## src/rtl/fir_out_serializer.sv

```systemverilog
// FIR output serializer: captures 32-bit result words into a small FIFO and
// streams them out LSB byte first over a valid/ready byte interface.
module fir_out_serializer #(
  parameter int DATA_W = 32,
  parameter int BYTE_W = 8,
  parameter int DEPTH  = 2
) (
  input  logic                         clk,
  input  logic                         rst_n,
  input  logic [DATA_W-1:0]            y_dat,
  input  logic                         y_vld,
  output logic [BYTE_W-1:0]            out_byte,
  output logic                         out_vld,
  input  logic                         out_rdy,
  output logic                         out_last,
  output logic                         ovf,
  input  logic                         clr_ovf,
  output logic [$clog2(DEPTH+1)-1:0]   fifo_cnt
);

  localparam int unsigned NB = DATA_W / BYTE_W;
  localparam int unsigned IW = (NB > 1) ? $clog2(NB) : 1;
  localparam int unsigned PW = (DEPTH > 1) ? $clog2(DEPTH) : 1;
  localparam int unsigned CW = $clog2(DEPTH + 1);

  localparam logic [IW-1:0] LAST_IDX = IW'(NB - 1);
  localparam logic [CW-1:0] FULL_CNT = CW'(DEPTH);
  localparam logic [PW-1:0] PTR_MAX  = PW'(DEPTH - 1);

  typedef enum logic {
    IDLE,
    SEND
  } state_t;

  state_t              state_q;
  logic [DATA_W-1:0]   shift_q;
  logic [IW-1:0]       idx_q;

  logic [DATA_W-1:0]   mem_q [DEPTH];
  logic [PW-1:0]       rd_q, rd_d;
  logic [PW-1:0]       wr_q, wr_d;
  logic [CW-1:0]       cnt_q, cnt_d;
  logic                ovf_q, ovf_d;

  logic                hs;
  logic                fin;
  logic                pop;
  logic                push;
  logic                drop;

  function automatic logic [PW-1:0] ptr_inc(input logic [PW-1:0] p);
    if (p == PTR_MAX) return '0;
    return p + PW'(1);
  endfunction

  // Handshake decode, FIFO pop/push/drop decisions and next pointer/count/flag.
  // Pop is decided from the pre-write count, so a full FIFO can still accept
  // a word on the edge where the serializer takes its head.
  always_comb begin
    hs    = (state_q == SEND) && out_rdy;
    fin   = hs && (idx_q == LAST_IDX);
    pop   = (cnt_q != '0) && ((state_q == IDLE) || fin);
    push  = y_vld && ((cnt_q != FULL_CNT) || pop);
    drop  = y_vld && !push;

    rd_d  = pop  ? ptr_inc(rd_q) : rd_q;
    wr_d  = push ? ptr_inc(wr_q) : wr_q;

    cnt_d = cnt_q;
    if (push && !pop)
      cnt_d = cnt_q + CW'(1);
    else if (pop && !push)
      cnt_d = cnt_q - CW'(1);

    // A drop on the same edge as a clear keeps the flag set.
    ovf_d = ovf_q;
    if (drop)
      ovf_d = 1'b1;
    else if (clr_ovf)
      ovf_d = 1'b0;
  end

  // FIFO storage; data only, no reset needed.
  always_ff @(posedge clk) begin
    if (push)
      mem_q[wr_q] <= y_dat;
  end

  // FIFO pointers, occupancy and sticky overflow flag.
  always_ff @(posedge clk or negedge rst_n) begin
    if (!rst_n) begin
      rd_q  <= '0;
      wr_q  <= '0;
      cnt_q <= '0;
      ovf_q <= 1'b0;
    end else begin
      rd_q  <= rd_d;
      wr_q  <= wr_d;
      cnt_q <= cnt_d;
      ovf_q <= ovf_d;
    end
  end

  // Serializer FSM: load from FIFO head, shift out one byte per handshake,
  // chain straight into the next word when one is waiting.
  always_ff @(posedge clk or negedge rst_n) begin
    if (!rst_n) begin
      state_q <= IDLE;
      shift_q <= '0;
      idx_q   <= '0;
    end else begin
      case (state_q)
        IDLE: begin
          if (pop) begin
            shift_q <= mem_q[rd_q];
            idx_q   <= '0;
            state_q <= SEND;
          end
        end
        SEND: begin
          if (fin) begin
            idx_q <= '0;
            if (pop) begin
              shift_q <= mem_q[rd_q];
            end else begin
              shift_q <= '0;
              state_q <= IDLE;
            end
          end else if (hs) begin
            shift_q <= shift_q >> BYTE_W;
            idx_q   <= idx_q + IW'(1);
          end
        end
        default: begin
          state_q <= IDLE;
          shift_q <= '0;
          idx_q   <= '0;
        end
      endcase
    end
  end

  assign out_byte = shift_q[BYTE_W-1:0];
  assign out_vld  = (state_q == SEND);
  assign out_last = (state_q == SEND) && (idx_q == LAST_IDX);
  assign ovf      = ovf_q;
  assign fifo_cnt = cnt_q;

endmodule

```

## config.mk

```make
export PLATFORM = sky130hd
export DESIGN_NAME = fir_out_serializer
export DESIGN_NICKNAME = d
export VERILOG_FILES = /design/src/rtl/fir_out_serializer.sv
export SDC_FILE = /design/constraint.sdc
export NUM_CORES = 1
export LEC_CHECK = 0
export ABC_AREA = 0
export ABC_CLOCK_PERIOD_IN_PS = 3210
export BUFFER_PORTS_ARGS = -buffer_cell sky130_fd_sc_hd__buf_4
export CORE_MARGIN = 5
export CORE_UTILIZATION = 35
export DETAILED_ROUTE_END_ITERATION = 6
export GPL_ROUTABILITY_DRIVEN = 1
export GPL_TIMING_DRIVEN = 0
export PLACE_DENSITY_LB_ADDON = 0.3
export SLEW_MARGIN = 20
export SYNTH_ARGS = -nofsm -noshare
export SYNTH_HDL_FRONTEND = slang
export SYNTH_SLANG_ARGS = --single-unit
```

## constraint.sdc

```tcl
create_clock -name clk -period 3.21 [get_ports clk]
set_clock_uncertainty 0.15 [all_clocks]
set_input_delay 0.1605 -clock clk [delete_from_list [all_inputs] [get_ports clk]]
set_output_delay 0.1605 -clock clk [all_outputs]
set_load 0.01 [all_outputs]
```

==> run summary, run 1 <==
Outcome - finished clean
Nature of the critical path startpoint - register
Area of the core region - 11500 um^2
Floorplan die area - 14100 um^2
Post-synthesis compound-gate area fraction - 9.76%
Kind of critical path - reg2reg
Number of top-level pins - 50
Initial Utilization - 36.0%
Mean instance size in the synthesized netlist - 15.9 um^2
Pre-CTS setup slack - 0.809 ns
Critical Path Max Stage Delay - 0.50 ns
Sequence of cells on the critical path - ha_1, a21boi_2, buf_4, a21boi_2, nor2b_4, buf_16
Hold crit path type - in2reg
Final-stage net count - 394
CP Capture Type - register
CP Buf/Inv Count - 2
Arr. time, crit path - 2.27 ns
Cell count after synthesis - 259
Least setup slack across all paths after layout - 0.841 ns
Count of cells resized by post-cts repair - 0
Fraction of the mapped netlist area in simple logic gates - 5.40%
RD Place Congestion - 0.789
Worst path slowest cell - sky130_fd_sc_hd__nor2b_4
RSZ-0062 raised after global routing - false
Fraction of final layout cells with drive strength greater than 1 - 25.9%
Hold violation total from the final report - 0
Final worst hold slack - 0.0252 ns
Least-Margin Pin Slew - 0.513 ns
Vias in the first global route - 2632
# H-tree levels - 3
#FFs+latches synth - 104
Share of synthesized area spent on multiplexers - 7.55%
Post-synth design cell area - 4130 um^2
Grt total ovfl - 0
Combinational family with the most area after synthesis - compound AO/OA/AOI/OAI gates
DRC - 0
Number of maximum-capacitance constraint violations - 0
Clock buffer depth - 2
Xor/xnor cell area share of the yosys netlist - 1.27%
DR WL/cell - 16.1 um
Clock network latency to the later pin of the worst-skew pair - 0.34 ns
CTS buffer count - 9
Largest net degree at the start of global routing - 41
DRT antenna net count - 0
Kind of cell adding the most delay to the critical path - simple AND/OR/NAND/NOR gates
Number of unique standard cell types used by synthesis - 32
Setup-failing EPs final - 0
Number of input and output port buffers inserted - 48
Combined area of the multi-input logic cells - 1020 um^2
Number of antenna diodes - 0
First-pass iteration count of the detailed router - 4
CP Data Required Time - 3.11 ns
Remaining max-slew budget at the tightest pin - 65.8%
Part of the Yosys area used for sequential elements - 70.8%
Max FO, Critical Path - 20
Number of sinks on the clock net - 104
Die span in x - 119 um
Vias after detailed routing - 2468
Reg clk slew, reported paths - 0.07 ns
Global Route Usage Sum - 12.1%
Wire length after detailed routing - 8060 um
Final Slew Violations - 0
Synth warn - 0
First-pass GRT wire length - 13500 um
Die Span Y - 119 um
Antenna violations before repair - 0
Clock tree from TritonCTS - built
Power per unit of standard cell area - 854 nW/um^2
Static leakage - 2.17 nW
HPWL reported at the end of detailed placement - 5600 um
Post-synthesis cell type with the largest combined area - sky130_fd_sc_hd__edfxtp_1
Std cell rows - 39
Setup total negative slack - 0 ns
Final worst-path cycle share - 73.8%
Area share of the largest cell type after synthesis - 46.6%
Top cells by area, synth - sky130_fd_sc_hd__edfxtp_1 47%, sky130_fd_sc_hd__dfrtp_1 24%, sky130_fd_sc_hd__mux2i_1 7.3%, sky130_fd_sc_hd__a221o_1 5.3%, sky130_fd_sc_hd__buf_4 2.7%
Violation count after the first detailed-route iteration - 134
Most repeated library cell on the critical path - sky130_fd_sc_hd__a21boi_2
Area share of fa/ha/maj cells after synthesis - 0.606%
Synthesis-to-layout area growth - 30.0%
Peak Freq - 0.422 GHz
Sequential standard cell area - 2920 um^2
Minimum clock period after layout - 2.37 ns
Number of filler instances in the final layout - 1003
Ratio of routed vias to standard cells - 4.92
Clock root cell - sky130_fd_sc_hd__clkbuf_16
Net Count, Synth - 298
Worst ir drop on vdd - 0.389 mV
[cells in the mapped netlist, drive strengths merged]
cell     count
a221o       22
o2bb2ai      8
xnor2        2
o21a         2
ha           2
nand2        3
a21boi       2
mux2         1
dfrtp       40
nor2         3
mux2i       30
edfxtp      64
o31ai        2
clkbuf       4
nand2b       1
xor2         4
o21ai        7
and2         2
inv          1
a21oi        2
a211oi       2
nand3        1
nor4bb       1
nor2b        5
or2          2
buf         23
nor3        23
[cell type report]
class                      instances  area share, %
clock buffer                      10           4.27
clock inverter                     5           1.07
inverter                           1         0.0699
tap                              143           3.33
sequential                       104           54.5
buffer                            27           3.47
multi-input combinational        127           19.1
timing repair buffer              85           14.3
[stage by stage]
step	instances	power, mW	cell area, um^2	util [%]
after floorplan	259	3.01	4130	-
after global placement	450	3.44	4670	40.7
after detailed placement	452	3.54	4730	41.3
after CTS	502	4.64	5370	46.8
after global routing	502	4.86	5370	46.8
final	502	4.58	5370	46.8
[sequential cells by signal (all words and copies together) (netlist names)]
register,count
idx_q,2
ovf,1
rd_q,1
out_vld,1
shift_q,32
wr_q,1
mem_q,64
fifo_cnt,2
[kinds of logic after synthesis]
group | count (synthesis)
AOI/OAI and AO/OA | 47
adders and majority gates | 2
and+or+nand+nor | 41
muxes | 31
buffers and inverters | 28
xor gates and xnor gates | 6
DFF | 104
[what timing repair did]
action,in CTS,in global routing
endpoints found under the hold margin,105,0
hold buffers,35,0
setup endpoints to repair,0,0
setup buffers,0,0
[report_power, final]
| group | leakage (nW) | switching, mW | internal [mW] |
|---|---|---|---|
| registers | 1.11 | 0.179 | 1.85 |
| logic | 0.928 | 0.775 | 0.722 |
| clock network | 0.133 | 0.457 | 0.600 |
[placed cells by master (no fill, tap or decap), types with 2 or more instances in the layout]
cell / instances
sky130_fd_sc_hd__clkbuf_16: 9
sky130_fd_sc_hd__clkinvlp_4: 2
sky130_fd_sc_hd__a221o_1: 22
sky130_fd_sc_hd__edfxtp_1: 64
sky130_fd_sc_hd__clkbuf_1: 5
sky130_fd_sc_hd__o2bb2ai_1: 8
sky130_fd_sc_hd__nor2b_1: 4
sky130_fd_sc_hd__o21ai_0: 5
sky130_fd_sc_hd__a21oi_1: 2
sky130_fd_sc_hd__nor2_1: 2
sky130_fd_sc_hd__or2_1: 2
sky130_fd_sc_hd__buf_2: 5
sky130_fd_sc_hd__o21a_1: 2
sky130_fd_sc_hd__buf_16: 2
sky130_fd_sc_hd__xnor2_1: 2
sky130_fd_sc_hd__o31ai_1: 2
sky130_fd_sc_hd__buf_4: 63
sky130_fd_sc_hd__dfrtp_1: 40
sky130_fd_sc_hd__a21boi_2: 2
sky130_fd_sc_hd__o21ai_1: 2
sky130_fd_sc_hd__xor2_1: 4
sky130_fd_sc_hd__mux2i_1: 30
sky130_fd_sc_hd__dlygate4sd3_1: 35
sky130_fd_sc_hd__nand2_1: 3
sky130_fd_sc_hd__buf_6: 3
sky130_fd_sc_hd__a211oi_1: 2
sky130_fd_sc_hd__ha_1: 2
sky130_fd_sc_hd__nor3_1: 22
[worst reg2reg max path: stages (launching register included)]
cell and delay [ns]:
sky130_fd_sc_hd__dfrtp_1 0.39, sky130_fd_sc_hd__ha_1 0.29, sky130_fd_sc_hd__a21boi_2 0.10, sky130_fd_sc_hd__buf_4 0.19, sky130_fd_sc_hd__a21boi_2 0.21, sky130_fd_sc_hd__nor2b_4 0.50, sky130_fd_sc_hd__buf_16 0.23
[worst paths after layout]
check / from / end / slack (ns) / cells after the start
worst max-delay path: idx_q[0] / mem_q[0][15] / 0.84 / 6
worst max register to register: idx_q[0] / mem_q[0][15] / 0.84 / 6
max in group asynchronous: rst_n / shift_q[7] / 2.37 / 2
worst min register to register: shift_q[28] / shift_q[28] / 0.35 / 1
min in group asynchronous: rst_n / shift_q[2] / 0.18 / 2
worst min-delay path: out_rdy / idx_q[0] / 0.03 / 4
[routing by layer]
metal | vias to the layer above | part of all wire (%) | GRT usage, %
met5 | - | 0 | 0
met4 | 0 | 1.7 | 5.03
met3 | 11 | 4.4 | 3.20
met2 | 59 | 49 | 19.5
met1 | 1216 | 45 | 15.5
li1 | 1182 | - | -
No activity file was read; power rests on OpenSTA's default activity.
==> run 2, diff against run 1 <==
ABC_CLOCK_PERIOD_IN_PS = 1930   (was 3210)
clock period = 1.93 ns   (was 3.21 ns; I/O delays follow)
==> run summary, run 2 (same netlist as run 1, synthesis figures left out) <==
Outcome - finished, violations left
Failing checks - setup timing
Worst path slowest cell - sky130_fd_sc_hd__dfrtp_1
RD Place Congestion - 0.747
Clock buffer depth - 2
Filler-free cell count of the finished design - 520
Power per unit of standard cell area - 1460 nW/um^2
Most repeated library cell on the critical path - sky130_fd_sc_hd__a21boi_4
Largest registers - mem_q (64), shift_q (32)
Vias after detailed routing - 2529
Number of top-level pins - 50
Clock Power Share - 25.2%
Critical Path Max Stage Delay - 0.39 ns
Synthesis-to-layout area growth - 36.1%
Number of input and output port buffers inserted - 48
Die span in x - 119 um
HPWL reported at the end of detailed placement - 5410 um
Global Route Usage Sum - 12.8%
Kind of cell adding the most delay to the critical path - buffers and inverters
Flip-flop count of the largest register, all copies and words added - 64
Combinational share of power - 33.4%
Clock network latency to the later pin of the worst-skew pair - 0.33 ns
Clock tree from TritonCTS - built
# H-tree levels - 3
Wire length after detailed routing - 8600 um
Cell Count Post-Placement - 450
Peak Freq - 0.515 GHz
Worst ir drop on vdd - 0.671 mV
Register ranked first by flip-flop count - mem_q
Std cell rows - 39
Grt total ovfl - 0
First-pass GRT wire length - 14200 um
Kind of critical path - reg2reg
CP Capture Type - register
Hold violation total from the final report - 0
Reg clk slew, reported paths - 0.07 ns
Design internal power - 5.77 mW
Arr. time, crit path - 1.84 ns
Initial Utilization - 36.0%
Setup-failing EPs final - 11
Violation count after the first detailed-route iteration - 151
Most frequent standard cell in the layout excluding fill and tap cells - sky130_fd_sc_hd__buf_4
DR WL/cell - 16.5 um
Pre-CTS setup slack - -0.604 ns
Clock root cell - sky130_fd_sc_hd__clkbuf_16
Number of antenna diodes - 0
Least setup slack across all paths after layout - -0.0102 ns
Hold crit path type - in2reg
Floorplan die area - 14100 um^2
Minimum clock period after layout - 1.94 ns
RSZ-0062 raised after global routing - true
Die Span Y - 119 um
Nature of the critical path startpoint - register
DRT antenna net count - 0
CTS buffer count - 9
Number of sinks on the clock net - 104
Fraction of final layout cells with drive strength greater than 1 - 30.2%
Least-Margin Pin Slew - 0.517 ns
Proportion of total power due to net switching - 29.8%
Net switching power - 2.45 mW
Remaining max-slew budget at the tightest pin - 65.6%
Static leakage - 2.31 nW
Final Slew Violations - 0
Sequence of cells on the critical path - buf_6, a21boi_4, buf_8, a21boi_4, nor2b_4, buf_12
Vias in the first global route - 2725
Number of maximum-capacitance constraint violations - 0
Max FO, Critical Path - 11
CP Data Required Time - 1.83 ns
Final worst-path cycle share - 101%
PnR Total Power - 8.22 mW
Final-stage net count - 411
First-pass iteration count of the detailed router - 5
Largest net degree at the start of global routing - 41
Highest-count cells in the layout ignoring fill and taps - 74 x sky130_fd_sc_hd__buf_4, 64 x sky130_fd_sc_hd__edfxtp_1, 40 x sky130_fd_sc_hd__dfrtp_1
CP Buf/Inv Count - 3
DRC - 0
Antenna violations before repair - 0
Ratio of routed vias to standard cells - 4.86
Sequential share of power - 41.4%
Area of the core region - 11500 um^2
==> run 2: cell count changes in the layout (fill, tap and decap cells not counted), sizes merged <==
cell,before,now
and2,2,3
buf,73,87
bufinv,1,3
clkbuf,14,15
clkinv,1,2
clkinvlp,2,0
dlygate4sd3,35,36
inv,2,1
nor2b,5,6
==> run 2: through the flow <==
stage	utilization [%]	instance area (um^2)	TNS, ns	hold WS (ns)
after floorplan	-	4160	-9.54	-0.349
after global placement	41.0	4700	-30.19	-0.0464
after detailed placement	41.0	4700	-34.20	-0.0411
after CTS	48.2	5530	-0.129	0.0482
after global routing	49.0	5620	-1.86	0.0701
final	49.0	5620	-0.0840	0.0630
==> run 2: power groups by stage <==
stage / combinational (mW) / clock [mW] / sequential [mW]
after CTS: 2.67 / 2.10 / 3.41
after floorplan: 1.70 / 0 / 3.34
final: 2.74 / 2.07 / 3.41
after detailed placement: 2.39 / 0 / 3.44
after global routing: 3.02 / 2.19 / 3.48
after global placement: 2.33 / 0 / 3.42
==> run 2: worst min-delay path, cell delays in order <==
cell and delay (ns):
sky130_fd_sc_hd__buf_4 0.14, sky130_fd_sc_hd__mux2_2 0.16, sky130_fd_sc_hd__nand2_1 0.04, sky130_fd_sc_hd__o21ai_1 0.06
==> run 2: area by class of cell <==
class	instances	area, um^2
clock inverters	5	104
repair buffers	100	878
clock buffers	11	243
well taps	143	179
multi-input cells	129	1080
fillers	989	5850
plain buffers	27	205
inverters	1	3.75
flip-flops and latches	104	2920
==> run 2: final timing paths <==
kind                             start            to  slack, ns  depth (start not counted)
min reg2reg                shift_q[29]   shift_q[29]       0.35                          1
max                            out_vld  mem_q[0][14]      -0.01                          6
min                            out_rdy      idx_q[1]       0.06                          4
min in group asynchronous        rst_n    shift_q[3]       0.13                          2
max reg2reg                    out_vld  mem_q[0][14]      -0.01                          6
max in group asynchronous        rst_n   shift_q[28]       1.14                          2
==> run 2: timing repair <==
| action | in CTS | in global routing |
|---|---|---|
| gates resized for setup | 6 | 5 |
| hold endpoints to repair | 106 | 0 |
| pin swaps | 1 | 4 |
| hold buffers | 36 | 0 |
| cloned | 2 | 0 |
| setup endpoints to repair | 73 | 78 |
| setup buffers | 6 | 10 |
==> run 2: layer usage <==
layer | part of all wire, % | vias up | track usage [%]
met4 | 1.3 | 0 | 3.76
met5 | 0 | - | 0
li1 | - | 1220 | -
met1 | 46 | 1250 | 16.7
met2 | 49 | 53 | 21.2
met3 | 4.0 | 6 | 3.10
==> run 3, diff against run 2 <==
CTS_BUF_LIST = sky130_fd_sc_hd__clkbuf_4 sky130_fd_sc_hd__clkbuf_8 sky130_fd_sc_hd__clkbuf_16   (was default)
==> run summary, run 3 (same netlist as run 1, synthesis figures left out) <==
Worst ir drop on vdd - 0.671 mV
Max FO, Critical Path - 11
RD Place Congestion - 0.747
Pre-CTS setup slack - -0.604 ns
Initial Utilization - 36.0%
Clock root cell - sky130_fd_sc_hd__clkbuf_16
Die Span Y - 119 um
Setup-failing EPs final - 11
Std cell rows - 39
Critical Path Max Stage Delay - 0.39 ns
Power per unit of standard cell area - 1460 nW/um^2
Floorplan die area - 14100 um^2
Failing checks - setup timing
Largest registers - mem_q (64), shift_q (32)
Final-stage net count - 411
CP Launch Point - out_vld
Clock network latency to the later pin of the worst-skew pair - 0.33 ns
Worst reg2reg path depth - 6
Area of the core region - 11500 um^2
Origin of the critical flop-to-flop path - out_vld
Global Route Usage Sum - 12.8%
PnR Total Power - 8.23 mW
Hold crit path type - in2reg
Clock tree from TritonCTS - built
Ratio of routed vias to standard cells - 4.86
Peak Freq - 0.516 GHz
Minimum clock period after layout - 1.94 ns
Register ranked first by flip-flop count - mem_q
Final worst hold slack - 0.0631 ns
Fraction of final layout cells with drive strength greater than 1 - 30.5%
Wire length after detailed routing - 8600 um
CP Capture Type - register
Number of antenna diodes - 0
Arr. time, crit path - 1.84 ns
Number of maximum-capacitance constraint violations - 0
HPWL reported at the end of detailed placement - 5410 um
First-pass GRT wire length - 14200 um
Static leakage - 2.31 nW
Most repeated library cell on the critical path - sky130_fd_sc_hd__a21boi_4
Remaining max-slew budget at the tightest pin - 65.6%
# H-tree levels - 3
DRT antenna net count - 0
Vias after detailed routing - 2529
Sequence of cells on the critical path - buf_6, a21boi_4, buf_8, a21boi_4, nor2b_4, buf_12
Flip-flop count of the largest register, all copies and words added - 64
Number of sinks on the clock net - 104
Synthesis-to-layout area growth - 36.2%
Largest net degree at the start of global routing - 41
Final worst-path cycle share - 100%
First-pass iteration count of the detailed router - 5
Setup slack of the most critical reg-to-reg path - -0.008 ns
Worst path slowest cell - sky130_fd_sc_hd__dfrtp_1
Highest-count cells in the layout ignoring fill and taps - 74 x sky130_fd_sc_hd__buf_4, 64 x sky130_fd_sc_hd__edfxtp_1, 40 x sky130_fd_sc_hd__dfrtp_1
Setup crit end - mem_q[0][14]
Vias in the first global route - 2725
Final Slew Violations - 0
Least-Margin Pin Slew - 0.516 ns
Hold violation total from the final report - 0
Violation count after the first detailed-route iteration - 149
Outcome - finished, violations left
Grt total ovfl - 0
Least setup slack across all paths after layout - -0.00766 ns
RSZ-0062 raised after global routing - true
Number of top-level pins - 50
Antenna violations before repair - 0
Most frequent standard cell in the layout excluding fill and tap cells - sky130_fd_sc_hd__buf_4
Kind of critical path - reg2reg
Nature of the critical path startpoint - register
Number of input and output port buffers inserted - 48
Destination of the worst register-to-register timing path - mem_q[0][14]
DRC - 0
CP Data Required Time - 1.83 ns
Die span in x - 119 um
Clock buffer depth - 2
Reg clk slew, reported paths - 0.07 ns
DR WL/cell - 16.5 um
CTS buffer count - 9
[run 3: cell types whose count changed in the layout (fill, tap and decap cells not counted)]
| cell | previous run | this run |
|---|---|---|
| sky130_fd_sc_hd__clkbuf_1 | 4 | 3 |
| sky130_fd_sc_hd__clkbuf_4 | 0 | 1 |
[run 3: metrics by stage]
step / setup TNS [ns] / cell area (um^2) / util (%) / std cells
finish: -0.0557 / 5620 / 49.0 / 520
global route: -1.86 / 5620 / 49.0 / 520
CTS: -0.129 / 5540 / 48.3 / 510
detailed placement: -34.20 / 4700 / 41.0 / 450
global placement: -30.19 / 4700 / 41.0 / 450
floorplan: -9.54 / 4160 / - / 259
[run 3: where the power goes]
group,internal (mW),leakage [nW],switching [mW],total (mW)
Combinational,1.38,1.03,1.36,2.74
Sequential,3.08,1.11,0.328,3.41
Clock,1.32,0.173,0.765,2.08
[run 3: worst min-delay path by stage]
stage / from / endpoint / cells past startpoint
6_report: out_rdy / idx_q[1] / 4
2_1_floorplan: rst_n / fifo_cnt[0] / 0
3_3_place_gp: rst_n / shift_q[3] / 1
4_1_cts: out_rdy / idx_q[1] / 4
3_5_place_dp: rst_n / shift_q[2] / 1
5_1_grt: out_rdy / idx_q[1] / 4
[run 3: worst max-delay path, delay by kind of cell (launching register included)]
| family | cells | cell delay (ns) |
|---|---|---|
| buf+inv | 3 | 0.43 |
| compound gates | 2 | 0.41 |
| flops | 1 | 0.39 |
| simple gates | 1 | 0.27 |
[run 3: timing repair]
item / CTS / global route
setup endpoints to repair: 73 / 78
setup buffers: 6 / 10
pin swaps: 1 / 4
resized for setup: 6 / 5
gates cloned: 2 / 0
hold buffers: 36 / 0
endpoints found under the hold margin: 106 / 0
[run 3: layer usage]
metal | track usage, % | routed length, um
met2 | 21.2 | 4220
met1 | 16.7 | 3920
met5 | 0 | 0
met4 | 3.76 | 116
met3 | 3.10 | 343
[run 3: area by class of cell]
cell class              count  area, um^2
repair buffers            100         878
well taps                 143         179
clock inverters             5         104
inverters                   1        3.75
fillers                   987        5850
clock buffers              11         246
multi-input cells         129        1080
plain buffers              27         205
flip-flops and latches    104        2920
